[src/rtl/adder_tree_frame_ctrl_if.sv]
// Frame-controller bundle: input word stream, tree vector/sum pair, result stream.
// Latency: none (signal container only).
// Backpressure: i_s_valid/o_s_ready on input, o_m_valid/i_m_ready on output.
interface adder_tree_frame_ctrl_if #(
  parameter int DATA_W   = 3,
  parameter int DATA_N   = 9,
  parameter int O_DATA_W = DATA_W + $clog2(DATA_N)
);
  logic                     i_s_valid;
  logic                     o_s_ready;
  logic [DATA_W-1:0]        i_s_data;
  logic [DATA_N*DATA_W-1:0] o_tree_data;
  logic [O_DATA_W-1:0]      i_tree_sum;
  logic                     o_m_valid;
  logic                     i_m_ready;
  logic [O_DATA_W-1:0]      o_m_data;

  // Controller side of the bundle
  modport slave (
    input  i_s_valid, i_s_data, i_tree_sum, i_m_ready,
    output o_s_ready, o_tree_data, o_m_valid, o_m_data
  );

  // Environment side: word source, adder tree and result sink
  modport master (
    output i_s_valid, i_s_data, i_tree_sum, i_m_ready,
    input  o_s_ready, o_tree_data, o_m_valid, o_m_data
  );
endinterface

[src/rtl/adder_tree_frame_ctrl.sv]
// Gathers DATA_N words into a frame for the adder tree and returns its sum; optional ADDER_TREE_FRAME_SELFCHECK_EN adds a sticky sum check.
// Latency: o_m_valid rises TREE_LAT+1 cycles after the last word of a frame is accepted.
// Backpressure: o_s_ready only in FILL; the result is held in HOLD until i_m_ready, then FILL resumes next cycle.
module adder_tree_frame_ctrl #(
  parameter int DATA_W   = 3,
  parameter int DATA_N   = 9,
  parameter int TREE_LAT = 3
) (
  input  logic                     clk,
  input  logic                     rst_n,
  adder_tree_frame_ctrl_if.slave   bus,
  output logic                     o_busy,
  output logic                     o_err
);
  localparam int O_DATA_W = DATA_W + $clog2(DATA_N);
  localparam int IDX_W    = $clog2(DATA_N);
  localparam int CNT_W    = $clog2(TREE_LAT + 1);

  typedef enum logic [1:0] {FILL, WAIT, HOLD} state_t;

  state_t                         state;
  logic [IDX_W-1:0]               idx;
  logic [CNT_W-1:0]               cnt;
  logic [DATA_N-1:0][DATA_W-1:0]  frame;
  logic                           m_valid;
  logic [O_DATA_W-1:0]            m_data;

`ifdef ADDER_TREE_FRAME_SELFCHECK_EN
  logic [O_DATA_W-1:0]            acc;
  logic                           err;
`endif

  // Frame sequencing: fill slots, wait out the tree pipeline, hold the result until taken.
  // The counter is loaded at the last accept and the sum is taken once it has run down to
  // zero, which lines the capture up with the tree's output after TREE_LAT register stages.
  always_ff @(posedge clk or negedge rst_n) begin
    if (!rst_n) begin
      state   <= FILL;
      idx     <= '0;
      cnt     <= '0;
      frame   <= '0;
      m_valid <= 1'b0;
      m_data  <= '0;
`ifdef ADDER_TREE_FRAME_SELFCHECK_EN
      acc     <= '0;
      err     <= 1'b0;
`endif
    end else begin
      case (state)
        FILL: begin
          if (bus.i_s_valid) begin
            frame[idx] <= bus.i_s_data;
`ifdef ADDER_TREE_FRAME_SELFCHECK_EN
            // Slot 0 restarts the reference so no earlier frame leaks in
            acc <= ((idx == '0) ? '0 : acc) + O_DATA_W'(bus.i_s_data);
`endif
            if (idx == IDX_W'(DATA_N - 1)) begin
              idx   <= '0;
              cnt   <= CNT_W'(TREE_LAT);
              state <= WAIT;
            end else begin
              idx <= idx + IDX_W'(1);
            end
          end
        end
        WAIT: begin
          if (cnt == '0) begin
            m_data  <= bus.i_tree_sum;
            m_valid <= 1'b1;
            state   <= HOLD;
`ifdef ADDER_TREE_FRAME_SELFCHECK_EN
            if (bus.i_tree_sum != acc) err <= 1'b1;
`endif
          end else begin
            cnt <= cnt - CNT_W'(1);
          end
        end
        HOLD: begin
          if (bus.i_m_ready) begin
            m_valid <= 1'b0;
            state   <= FILL;
          end
        end
        default: state <= FILL;
      endcase
    end
  end

  assign bus.o_s_ready   = (state == FILL);
  assign bus.o_tree_data = frame;
  assign bus.o_m_valid   = m_valid;
  assign bus.o_m_data    = m_data;
  assign o_busy          = (state != FILL);

`ifdef ADDER_TREE_FRAME_SELFCHECK_EN
  assign o_err = err;
`else
  assign o_err = 1'b0;
`endif
endmodule

[src/flat_wrapper.sv]
// flat-port wrapper written by rule: the top's interface ports become plain ports
module adder_tree_frame_ctrl_flat 
#(
  parameter int DATA_W   = 3,
  parameter int DATA_N   = 9,
  parameter int TREE_LAT = 3
)
  (clk, rst_n, o_busy, o_err, bus_i_s_valid, bus_i_s_data, bus_i_tree_sum, bus_i_m_ready, bus_o_s_ready, bus_o_tree_data, bus_o_m_valid, bus_o_m_data);
  adder_tree_frame_ctrl_if #(.DATA_W(DATA_W), .DATA_N(DATA_N), .O_DATA_W((DATA_W + $clog2(DATA_N)))) bus_i ();
  input  logic clk;
  input  logic rst_n;
  output logic o_busy;
  output logic o_err;
  input wire logic [$bits(bus_i.i_s_valid)-1:0] bus_i_s_valid;
  input wire logic [$bits(bus_i.i_s_data)-1:0] bus_i_s_data;
  input wire logic [$bits(bus_i.i_tree_sum)-1:0] bus_i_tree_sum;
  input wire logic [$bits(bus_i.i_m_ready)-1:0] bus_i_m_ready;
  output wire logic [$bits(bus_i.o_s_ready)-1:0] bus_o_s_ready;
  output wire logic [$bits(bus_i.o_tree_data)-1:0] bus_o_tree_data;
  output wire logic [$bits(bus_i.o_m_valid)-1:0] bus_o_m_valid;
  output wire logic [$bits(bus_i.o_m_data)-1:0] bus_o_m_data;
  assign bus_i.i_s_valid = bus_i_s_valid;
  assign bus_i.i_s_data = bus_i_s_data;
  assign bus_i.i_tree_sum = bus_i_tree_sum;
  assign bus_i.i_m_ready = bus_i_m_ready;
  assign bus_o_s_ready = bus_i.o_s_ready;
  assign bus_o_tree_data = bus_i.o_tree_data;
  assign bus_o_m_valid = bus_i.o_m_valid;
  assign bus_o_m_data = bus_i.o_m_data;
  adder_tree_frame_ctrl #(.DATA_W(DATA_W), .DATA_N(DATA_N), .TREE_LAT(TREE_LAT)) u_core (.clk(clk), .rst_n(rst_n), .bus(bus_i), .o_busy(o_busy), .o_err(o_err));
endmodule
[config.mk]
export PLATFORM = sky130hd
export DESIGN_NAME = adder_tree_frame_ctrl_flat
export DESIGN_NICKNAME = d
export VERILOG_FILES = /design/src/rtl/adder_tree_frame_ctrl_if.sv /design/src/rtl/adder_tree_frame_ctrl.sv /design/src/flat_wrapper.sv
export SDC_FILE = /design/constraint.sdc
export NUM_CORES = 1
export LEC_CHECK = 0
export BUFFER_PORTS_ARGS = -buffer_cell sky130_fd_sc_hd__buf_2
export CAP_MARGIN = 20
export CORE_UTILIZATION = 50
export CTS_CLUSTER_SIZE = 24
export DETAILED_ROUTE_END_ITERATION = 7
export MAX_ROUTING_LAYER = met4
export PLACE_DENSITY = 0.77
export SLEW_MARGIN = 30
export SYNTH_ARGS = -nofsm -noshare
export SYNTH_HDL_FRONTEND = slang
export SYNTH_SLANG_ARGS = --single-unit
[constraint.sdc]
create_clock -name clk -period 1.95 [get_ports clk]
set_input_delay 0.195 -clock clk [delete_from_list [all_inputs] [get_ports clk]]
set_output_delay 0.195 -clock clk [all_outputs]
set_load 0.005 [all_outputs]
==> flow_summary.toml, run 1 <==
[run_status]
outcome = "finished, final reports clean"

[timing]
finalHoldViolations = 0
fmaxAchievable_mhz = 584
final.min_clock_period_ps = 1710
finalSetupTns_ps = 0
worst_clock_skew_ps = 3.49
rsz0062_at_grt = "false"
relSlewSlack = 0.589
setup_slack_ps = 239
fin_crit_sh = 0.877
worstMarginPinSlew_ps = 617
finalSetupViolations = 0
maxSlewViolCount = 0

[place]
portBuffers = 50
dpl.cell_count = 231
dp_hpwl_mm = 2.82
dpl_cell_area_um2 = 2140
gp_congestion = 0.763
dp_slack_ps = 259

[worst_setup_path]
worst-path-buf-inv = 0
cp_cell_sequence = "nor3b_2 -> nand3_1 -> mux2_2"
path_class = "reg2reg"
worstPathArrival_ps = 1890
rr_startpoint = "u_core.state[0]"
worstPathRequired_ps = 2130
critPathSlowestCell = "nor3b_2"
startpoint = "u_core.state[0]"
r2r_slack_ps = 240
end_kind = "register"
path_max_fanout = 9
critPathTopFamily = "simple AND/OR/NAND/NOR gates"
worstSetupStartpointType = "register"
cp_slowest_stage_delay_ps = 530

[pwr]
power.internal_w = 0.00237
swShare = 0.327
p_total_w = 0.00353
power_switching_w = 0.00115
leakage_nw = 1.11
clockPowerShare = 0.172
p_comb_frac = 0.369
power_density_nw_per_um2 = 1570
vdd_drop_max_uv = 899
p_seq_frac = 0.459

[synth]
synthTopCellsByArea = "dfrtp_1 58%, mux2_2 21%, ha_1 3.4%"
netlist.area_leader.share = 0.582
netlist_area_um2 = 1850
ys_ff_latch = 43
yosysTopAreaCell = "dfrtp_1"
ys_seq_area_frac = 0.582
synth_cell_types = 27
syn_inst = 137
ys_warn_count = 0
syn_nets = 156
avgSynthCellArea_um2 = 13.5

[floorplan]
initial_utilization = 0.537
io_pins = 52
fp.dieW_um = 62.8
num_rows = 21
die_area_um2 = 3940
core_area_um2 = 3440
fp.dieH_um = 62.8

[global_route]
grtUsageTotal = 0.222
antenna_found_initial = 0
grt_pass1_wl_mm = 6.37
grt_max_degree = 30
grt-ovfl-total = 0
grt_pass1_vias = 1331

[clock_tree]
clk_latency_ps = 290
cts-resized-gates = 0
clk_pin_slew_worst_paths_ps = 70
root_buffer = "clkbuf_8"
post_cts_buffers = 0
htree_levels = 2
clockBufferDepth = 2
clock-sinks = 43
numCtsBuffers = 5
tritoncts = "yes"

[layout]
diodes = 0
layout-drive-gt1-share = 0.515
design_area_um2 = 2250
stdcell_count = 240
nets = 212
syn_to_final_growth_pct = 21.9
fillers = 267

[routing]
drcViolationCount = 0
wirelength_mm = 3.68
drtIter0Drc = 73
via_per_inst = 5.20
firstDrtPassIters = 4
wl_per_cell_um = 15.3
drtAntennaViolNets = 0
via_count = 1249

[hold_path]
hold_path.startpoint = "bus_i_m_ready"
hp-class = "in2reg"

[run]
drv_cap = 0
-- per-layer routing --
| layer | vias up | global-route usage | wire (um) |
|---|---|---|---|
| met2 | 33 | 0.380 | 2020 |
| met3 | 8 | 0.0438 | 161 |
| met1 | 629 | 0.252 | 1420 |
| met5 | - | - | 0 |
| li1 | 579 | - | - |
| met4 | 0 | 0.0959 | 70 |
-- registers in the layout, summed over array words and instances (netlist names) --
name                    flops
u_core.bus.o_m_valid        1
u_core.state                2
u_core.bus.o_tree_data     27
u_core.cnt                  2
u_core.bus.o_m_data         7
u_core.idx                  4
-- cell type report --
type                    count  area [um^2]  area share
well taps                  46         57.6      0.0256
flip-flops and latches     43         1080       0.478
multi-input cells          85          724       0.322
clock buffers               8          100      0.0444
repair buffers             53          275       0.122
inverters                   5         18.8     0.00833
-- cells by family after synthesis --
family | Yosys count | share of synthesized area
compound gates | 10 | 0.0325
mux | 34 | 0.207
flops | 43 | 0.582
xor+xnor | 1 | 0.00474
other cells | 1 | 0.00203
fa+ha+maj | 5 | 0.0339
buf+inv | 9 | 0.0257
simple gates | 34 | 0.112
-- cells in the mapped netlist --
| library cell | number |
|---|---|
| o31a_1 | 1 |
| a311oi_1 | 1 |
| nand3_1 | 5 |
| nand2b_1 | 1 |
| and4bb_2 | 1 |
| nor4b_2 | 1 |
| ha_1 | 5 |
| nor3b_1 | 1 |
| buf_2 | 2 |
| o21ai_0 | 5 |
| nor2b_1 | 4 |
| dfrtp_1 | 43 |
| or2_2 | 2 |
| buf_6 | 1 |
| nor3_4 | 1 |
| mux2_2 | 34 |
| conb_1 | 1 |
| o211ai_1 | 1 |
| buf_4 | 1 |
| nand2_1 | 10 |
| or3b_4 | 1 |
| xnor2_1 | 1 |
| inv_1 | 5 |
| nor3b_2 | 1 |
| nand4_1 | 1 |
| nor2_1 | 5 |
| a21oi_1 | 2 |
-- power groups by stage --
stage | Clock [W] | Combinational [W] | Sequential [W]
finish | 0.000606 | 0.00130 | 0.00162
floorplan | 0 | 0.000800 | 0.00157
CTS | 0.000616 | 0.00132 | 0.00162
global placement | 0 | 0.00125 | 0.00159
global route | 0.000652 | 0.00145 | 0.00168
detailed placement | 0 | 0.00131 | 0.00163
-- cell usage in the layout (no fill, tap or decap) --
| cell | n |
|---|---|
| nand3_1 | 5 |
| o21ai_0 | 5 |
| or3b_4 | 1 |
| nor3b_1 | 1 |
| mux2_2 | 34 |
| xnor2_1 | 1 |
| ha_1 | 5 |
| nor2_1 | 5 |
| a311oi_1 | 1 |
| inv_1 | 5 |
| nor4b_2 | 1 |
| nor3b_2 | 1 |
| buf_4 | 2 |
| nand2_1 | 10 |
| clkbuf_1 | 1 |
| o31a_1 | 1 |
| and4bb_2 | 1 |
| o211ai_1 | 1 |
| nand2b_1 | 1 |
| clkbuf_8 | 7 |
| or2_2 | 2 |
| conb_1 | 1 |
| nor3_4 | 1 |
| nor2b_1 | 4 |
| a21oi_1 | 2 |
| dlygate4sd3_1 | 1 |
| nand4_1 | 1 |
| dfrtp_1 | 43 |
| buf_2 | 50 |
-- stage by stage --
step,utilization,hold WS (ps)
floorplan,-,-101
global placement,0.622,229
detailed placement,0.622,242
CTS,0.654,122
global route,0.654,124
finish,0.654,129
-- final timing paths --
path | cells past startpoint | to
worst min-delay path | 2 | u_core.state[1]
min in group asynchronous | 2 | u_core.cnt[0]
worst max register to register | 3 | u_core.bus.o_tree_data[12]
max in group asynchronous | 3 | u_core.bus.o_tree_data[23]
worst min register to register | 1 | u_core.bus.o_m_data[5]
worst max-delay path | 3 | u_core.bus.o_tree_data[12]
-- repair_timing --
item	CTS	global route
hold buffers	1	0
setup endpoints to repair	0	0
endpoints found under the hold margin	27	0
No activity file was read; power rests on OpenSTA's default activity.
==> inputs of run 2 (changes only) <==
--- a/config.mk
+++ b/config.mk
@@ -7,6 +7,7 @@
 export LEC_CHECK = 0
 export BUFFER_PORTS_ARGS = -buffer_cell sky130_fd_sc_hd__buf_2
 export CAP_MARGIN = 20
+export CORE_ASPECT_RATIO = 2
 export CORE_UTILIZATION = 50
 export CTS_CLUSTER_SIZE = 24
 export DETAILED_ROUTE_END_ITERATION = 7
==> run 2 against run 1 <==
Register-to-register slack improved by 20 ps. Design area decreased by 0.11%. Via count decreased by 1.4%. Die area increased by 0.38%. Combinational power about the same. Power decreased by 0.98%. Critical path depth unchanged. Sequential cell count unchanged. Worst hold slack got worse by 1.2 ps. Clock skew about the same. Wire length decreased by 7.4%. First-iteration DRC count decreased by 63%. Critical endpoint is now u_core.bus.o_tree_data[24]. Largest cell class unchanged.
==> flow_summary.toml, run 2 (synthesized netlist as in run 1, its figures left out) <==
[run_status]
outcome = "finished, final reports clean"

[layout]
layout_commonest_cell = "buf_2"
layout-drive-gt1-share = 0.513
final_util = 0.651
stdcell_count = 241
syn_to_final_growth_pct = 21.7
final_cell_mix = "49 x buf_2, 43 x dfrtp_1, 34 x mux2_2, 10 x nand2_1, 7 x clkbuf_8"
diodes = 0
nets = 211
design_area_um2 = 2250
largest_reg_flops = 27

[worst_setup_path]
worstSetupStartpointType = "register"
path_class = "reg2reg"
path_max_fanout = 9
cp_slowest_stage_delay_ps = 460
end_kind = "register"
worstPathArrival_ps = 1860
critPathSlowestCell = "dfrtp_1"
worstPathRequired_ps = 2120
cp_cell_sequence = "or3b_4 -> nor3_4 -> mux2_2"

[floorplan]
num_rows = 30
io_pins = 52
fp.dieH_um = 88.0
initial_utilization = 0.535
core_area_um2 = 3450
die_area_um2 = 3960
fp.dieW_um = 45.0

[clock_tree]
tritoncts = "yes"
root_buffer = "clkbuf_8"
clockBufferDepth = 2
clk_latency_ps = 280
numCtsBuffers = 5
clk_pin_slew_worst_paths_ps = 70
htree_levels = 2
post_cts_buffers = 0
clock-sinks = 43

[timing]
maxSlewViolCount = 0
final.min_clock_period_ps = 1690
rsz0062_at_grt = "false"
fin_crit_sh = 0.865
finalSetupTns_ps = 0
finalHoldViolations = 0
relSlewSlack = 0.626
finalSetupViolations = 0
hold_ws_ps = 127
worst_clock_skew_ps = 3.56
worstMarginPinSlew_ps = 560
fmaxAchievable_mhz = 593

[routing]
drtIter0Drc = 27
wl_per_cell_um = 14.1
wirelength_mm = 3.40
via_per_inst = 5.11
via_count = 1232
firstDrtPassIters = 4
drcViolationCount = 0
drtAntennaViolNets = 0

[place]
gp_congestion = 0.832
dp_hpwl_mm = 2.59
portBuffers = 50
dpl_cell_area_um2 = 2140
dpl.cell_count = 232

[global_route]
grt_pass1_wl_mm = 5.61
grt-ovfl-total = 0
grt_pass1_vias = 1254
antenna_found_initial = 0
grtUsageTotal = 0.200
grt_max_degree = 44

[pwr]
vdd_drop_max_uv = 1100
leakage_nw = 1.11
power_density_nw_per_um2 = 1550

[run]
drv_cap = 0

[hold_path]
hp-class = "in2reg"
run 2: cell types whose count changed in the layout (fill, tap and decap cells not counted):
cell / change
buf_2: -1
run 2: metal layers:
metal	up-vias	global-route usage	wire length, um
met2	46	0.353	1930
met4	0	0.0661	25
met5	-	-	0
li1	582	-	-
met1	602	0.216	1290
met3	2	0.0371	160
run 2: path summary, 6_finish.rpt:
check / from / to / slack, ps / depth (start not counted)
worst max register to register: u_core.state[0] / u_core.bus.o_tree_data[24] / 260 / 3
worst min register to register: u_core.bus.o_m_data[2] / u_core.bus.o_m_data[2] / 500 / 1
worst min-delay path: bus_i_m_ready / u_core.state[1] / 130 / 2
worst max-delay path: u_core.state[0] / u_core.bus.o_tree_data[24] / 260 / 3
min in group asynchronous: rst_n / u_core.bus.o_m_data[4] / 430 / 2
max in group asynchronous: rst_n / u_core.bus.o_tree_data[24] / 1160 / 2
run 2: worst max-delay path, delay by kind of cell (launching register included):
kind	cells	cell delay, ps
and+or+nand+nor	2	740
muxes	1	370
DFF	1	460
run 2: power by group:
group	switching, W	total (W)	internal, W
registers	0.000294	0.00161	0.00132
clock network	0.000271	0.000594	0.000323
logic	0.000548	0.00129	0.000740
total	0.00111	0.00349	0.00238
run 2: stage by stage:
stage | total power [W] | setup slack, ps
6_report | 0.00349 | 263
5_1_grt | 0.00376 | 175
4_1_cts | 0.00353 | 243
3_5_place_dp | 0.00293 | 256
3_3_place_gp | 0.00284 | 313
2_1_floorplan | 0.00237 | 338
run 2: timing repair:
item                      in CTS  in global routing
hold buffers                   0                  1
hold endpoints to repair       0                 43
resized for setup              0                  0
run 2: layout make-up:
type | instances | area, um^2
inverter | 5 | 18.8
multi-input combinational | 85 | 724
tap | 48 | 60.1
sequential | 43 | 1080
timing repair buffer | 52 | 270
fill | 286 | 1200
clock buffer | 8 | 100
==> inputs of run 3 (changes only) <==
--- a/config.mk
+++ b/config.mk
@@ -5,14 +5,14 @@
 export SDC_FILE = /design/constraint.sdc
 export NUM_CORES = 1
 export LEC_CHECK = 0
-export BUFFER_PORTS_ARGS = -buffer_cell sky130_fd_sc_hd__buf_2
 export CAP_MARGIN = 20
 export CORE_ASPECT_RATIO = 2
 export CORE_UTILIZATION = 50
 export CTS_CLUSTER_SIZE = 24
 export DETAILED_ROUTE_END_ITERATION = 7
+export DONT_BUFFER_PORTS = 1
 export MAX_ROUTING_LAYER = met4
-export PLACE_DENSITY = 0.77
+export PLACE_DENSITY = 0.65
 export SLEW_MARGIN = 30
 export SYNTH_ARGS = -nofsm -noshare
 export SYNTH_HDL_FRONTEND = slang
==> run 3 against run 2 <==
Global-route usage shrank 0.56 points. Non-clock buffer count shrank 50. Count of clock-buffer cells in the layout is the same. Final cell count shrank 21%. Power shrank 9.5%. Worst hold slack lost 120 ps. Clock skew grew 5.7 ps. Critical path depth is the same. Critical path type unchanged. Largest cell class unchanged.
==> flow_summary.toml, run 3 (synthesized netlist as in run 1, its figures left out) <==
[run_status]
outcome = "finished, final reports clean"

[layout]
multi_input_area_um2 = 724
layout_commonest_cell = "dfrtp_1"
fillers = 306
regArea_um2 = 1080
diodes = 0
layout-drive-gt1-share = 0.343
largest_reg_flops = 27
syn_to_final_growth_pct = 8.73
final_cell_mix = "43 x dfrtp_1, 34 x mux2_2, 10 x nand2_1, 7 x clkbuf_8"
nets = 161
final_util = 0.582

[timing]
maxSlewViolCount = 0
hold_ws_ps = 12.0
worstMarginPinSlew_ps = 539
finalSetupTns_ps = 0
relSlewSlack = 0.640
rsz0062_at_grt = "false"
finalHoldViolations = 0
fmaxAchievable_mhz = 587
final.min_clock_period_ps = 1700
fin_crit_sh = 0.873
worst_clock_skew_ps = 9.29
finalSetupViolations = 0

[pwr]
power_density_nw_per_um2 = 1570
vdd_drop_max_uv = 853
leakage_nw = 0.902
p_total_w = 0.00316

[clock_tree]
clk_latency_ps = 290
root_buffer = "clkbuf_8"
tritoncts = "yes"
htree_levels = 2
post_cts_buffers = 0
clock-sinks = 43
clk_pin_slew_worst_paths_ps = 80
cts-resized-gates = 0
clockBufferDepth = 2
numCtsBuffers = 5

[worst_setup_path]
regToRegEndpoint = "u_core.bus.o_tree_data[26]"
path_max_fanout = 9
r2r_cells = 3
worstSetupStartpointType = "register"
worstPathRequired_ps = 2130
path_class = "reg2reg"
end_kind = "register"
r2r_slack_ps = 250
rr_startpoint = "u_core.state[0]"
worstPathArrival_ps = 1890

[place]
dp_hpwl_mm = 2.49
gp_congestion = 0.779
portBuffers = 0

[routing]
wl_per_cell_um = 17.2
via_count = 1061
firstDrtPassIters = 4
drtIter0Drc = 14
wirelength_mm = 3.28
drtAntennaViolNets = 0
drcViolationCount = 0
via_per_inst = 5.55

[floorplan]
core_area_um2 = 3450
fp.dieW_um = 45.0
die_area_um2 = 3960
fp.dieH_um = 88.0
io_pins = 52
initial_utilization = 0.535
num_rows = 30

[global_route]
grt-ovfl-total = 0
grtUsageTotal = 0.194
antenna_found_initial = 0
grt_max_degree = 44
grt_pass1_vias = 1186
grt_pass1_wl_mm = 5.41

[hold_path]
holdPathStages = 1
whs_endpoint = "u_core.state[1]"
hp-class = "in2reg"
hold_path.startpoint = "bus_i_m_ready"

[run]
drv_cap = 0
-- run 3: changes by cell type in the layout (fill, tap and decap cells not counted) --
cell    previous run  this run
buf_4              2         0
buf_12             0         1
buf_2             49         0
-- run 3: worst max path at each step --
stage	depth (start not counted)	from	end	slack [ps]
3_5_place_dp	3	u_core.state[0]	u_core.bus.o_tree_data[26]	250
3_3_place_gp	3	u_core.state[0]	u_core.bus.o_tree_data[25]	310
6_report	3	u_core.state[0]	u_core.bus.o_tree_data[26]	250
5_1_grt	3	u_core.state[0]	u_core.bus.o_tree_data[14]	190
2_1_floorplan	4	u_core.state[0]	u_core.bus.o_tree_data[24]	340
4_1_cts	3	u_core.state[0]	u_core.bus.o_tree_data[26]	240
-- run 3: worst max-delay path: stages (launching register included) --
cell	delay (ps)
dfrtp_1	470
or3b_4	460
nor3_4	280
mux2_2	380
-- run 3: stage by stage --
step	cell area (um^2)	std cells	worst slack, ps
global route	2010	191	185
global placement	1880	181	306
CTS	2010	191	236
floorplan	1850	137	338
finish	2010	191	247
detailed placement	1880	181	250
-- run 3: timing repair --
| item | CTS | global route |
|---|---|---|
| setup endpoints to repair | 0 | 0 |
| hold buffers | 2 | 0 |
| endpoints found under the hold margin | 43 | 0 |
-- run 3: where the power goes --
group / switching, W / internal, W
Sequential: 0.000392 / 0.00132
Combinational: 0.000361 / 0.000486
Clock: 0.000280 / 0.000323
-- run 3: layer usage --
| layer | part of all wire | vias up | wire length (um) | track usage |
|---|---|---|---|---|
| met1 | 0.34 | 540 | 1120 | 0.195 |
| li1 | - | 482 | - | - |
| met4 | 0.018 | 0 | 59 | 0.0744 |
| met5 | 0 | - | 0 | - |
| met2 | 0.59 | 34 | 1940 | 0.341 |
| met3 | 0.050 | 5 | 164 | 0.0536 |
-- run 3: area by class of cell --
cell class	instances	area share
sequential	43	0.535
clock buffer	8	0.0498
timing repair buffer	2	0.0149
tap	48	0.0299
multi-input combinational	85	0.361
inverter	5	0.00934
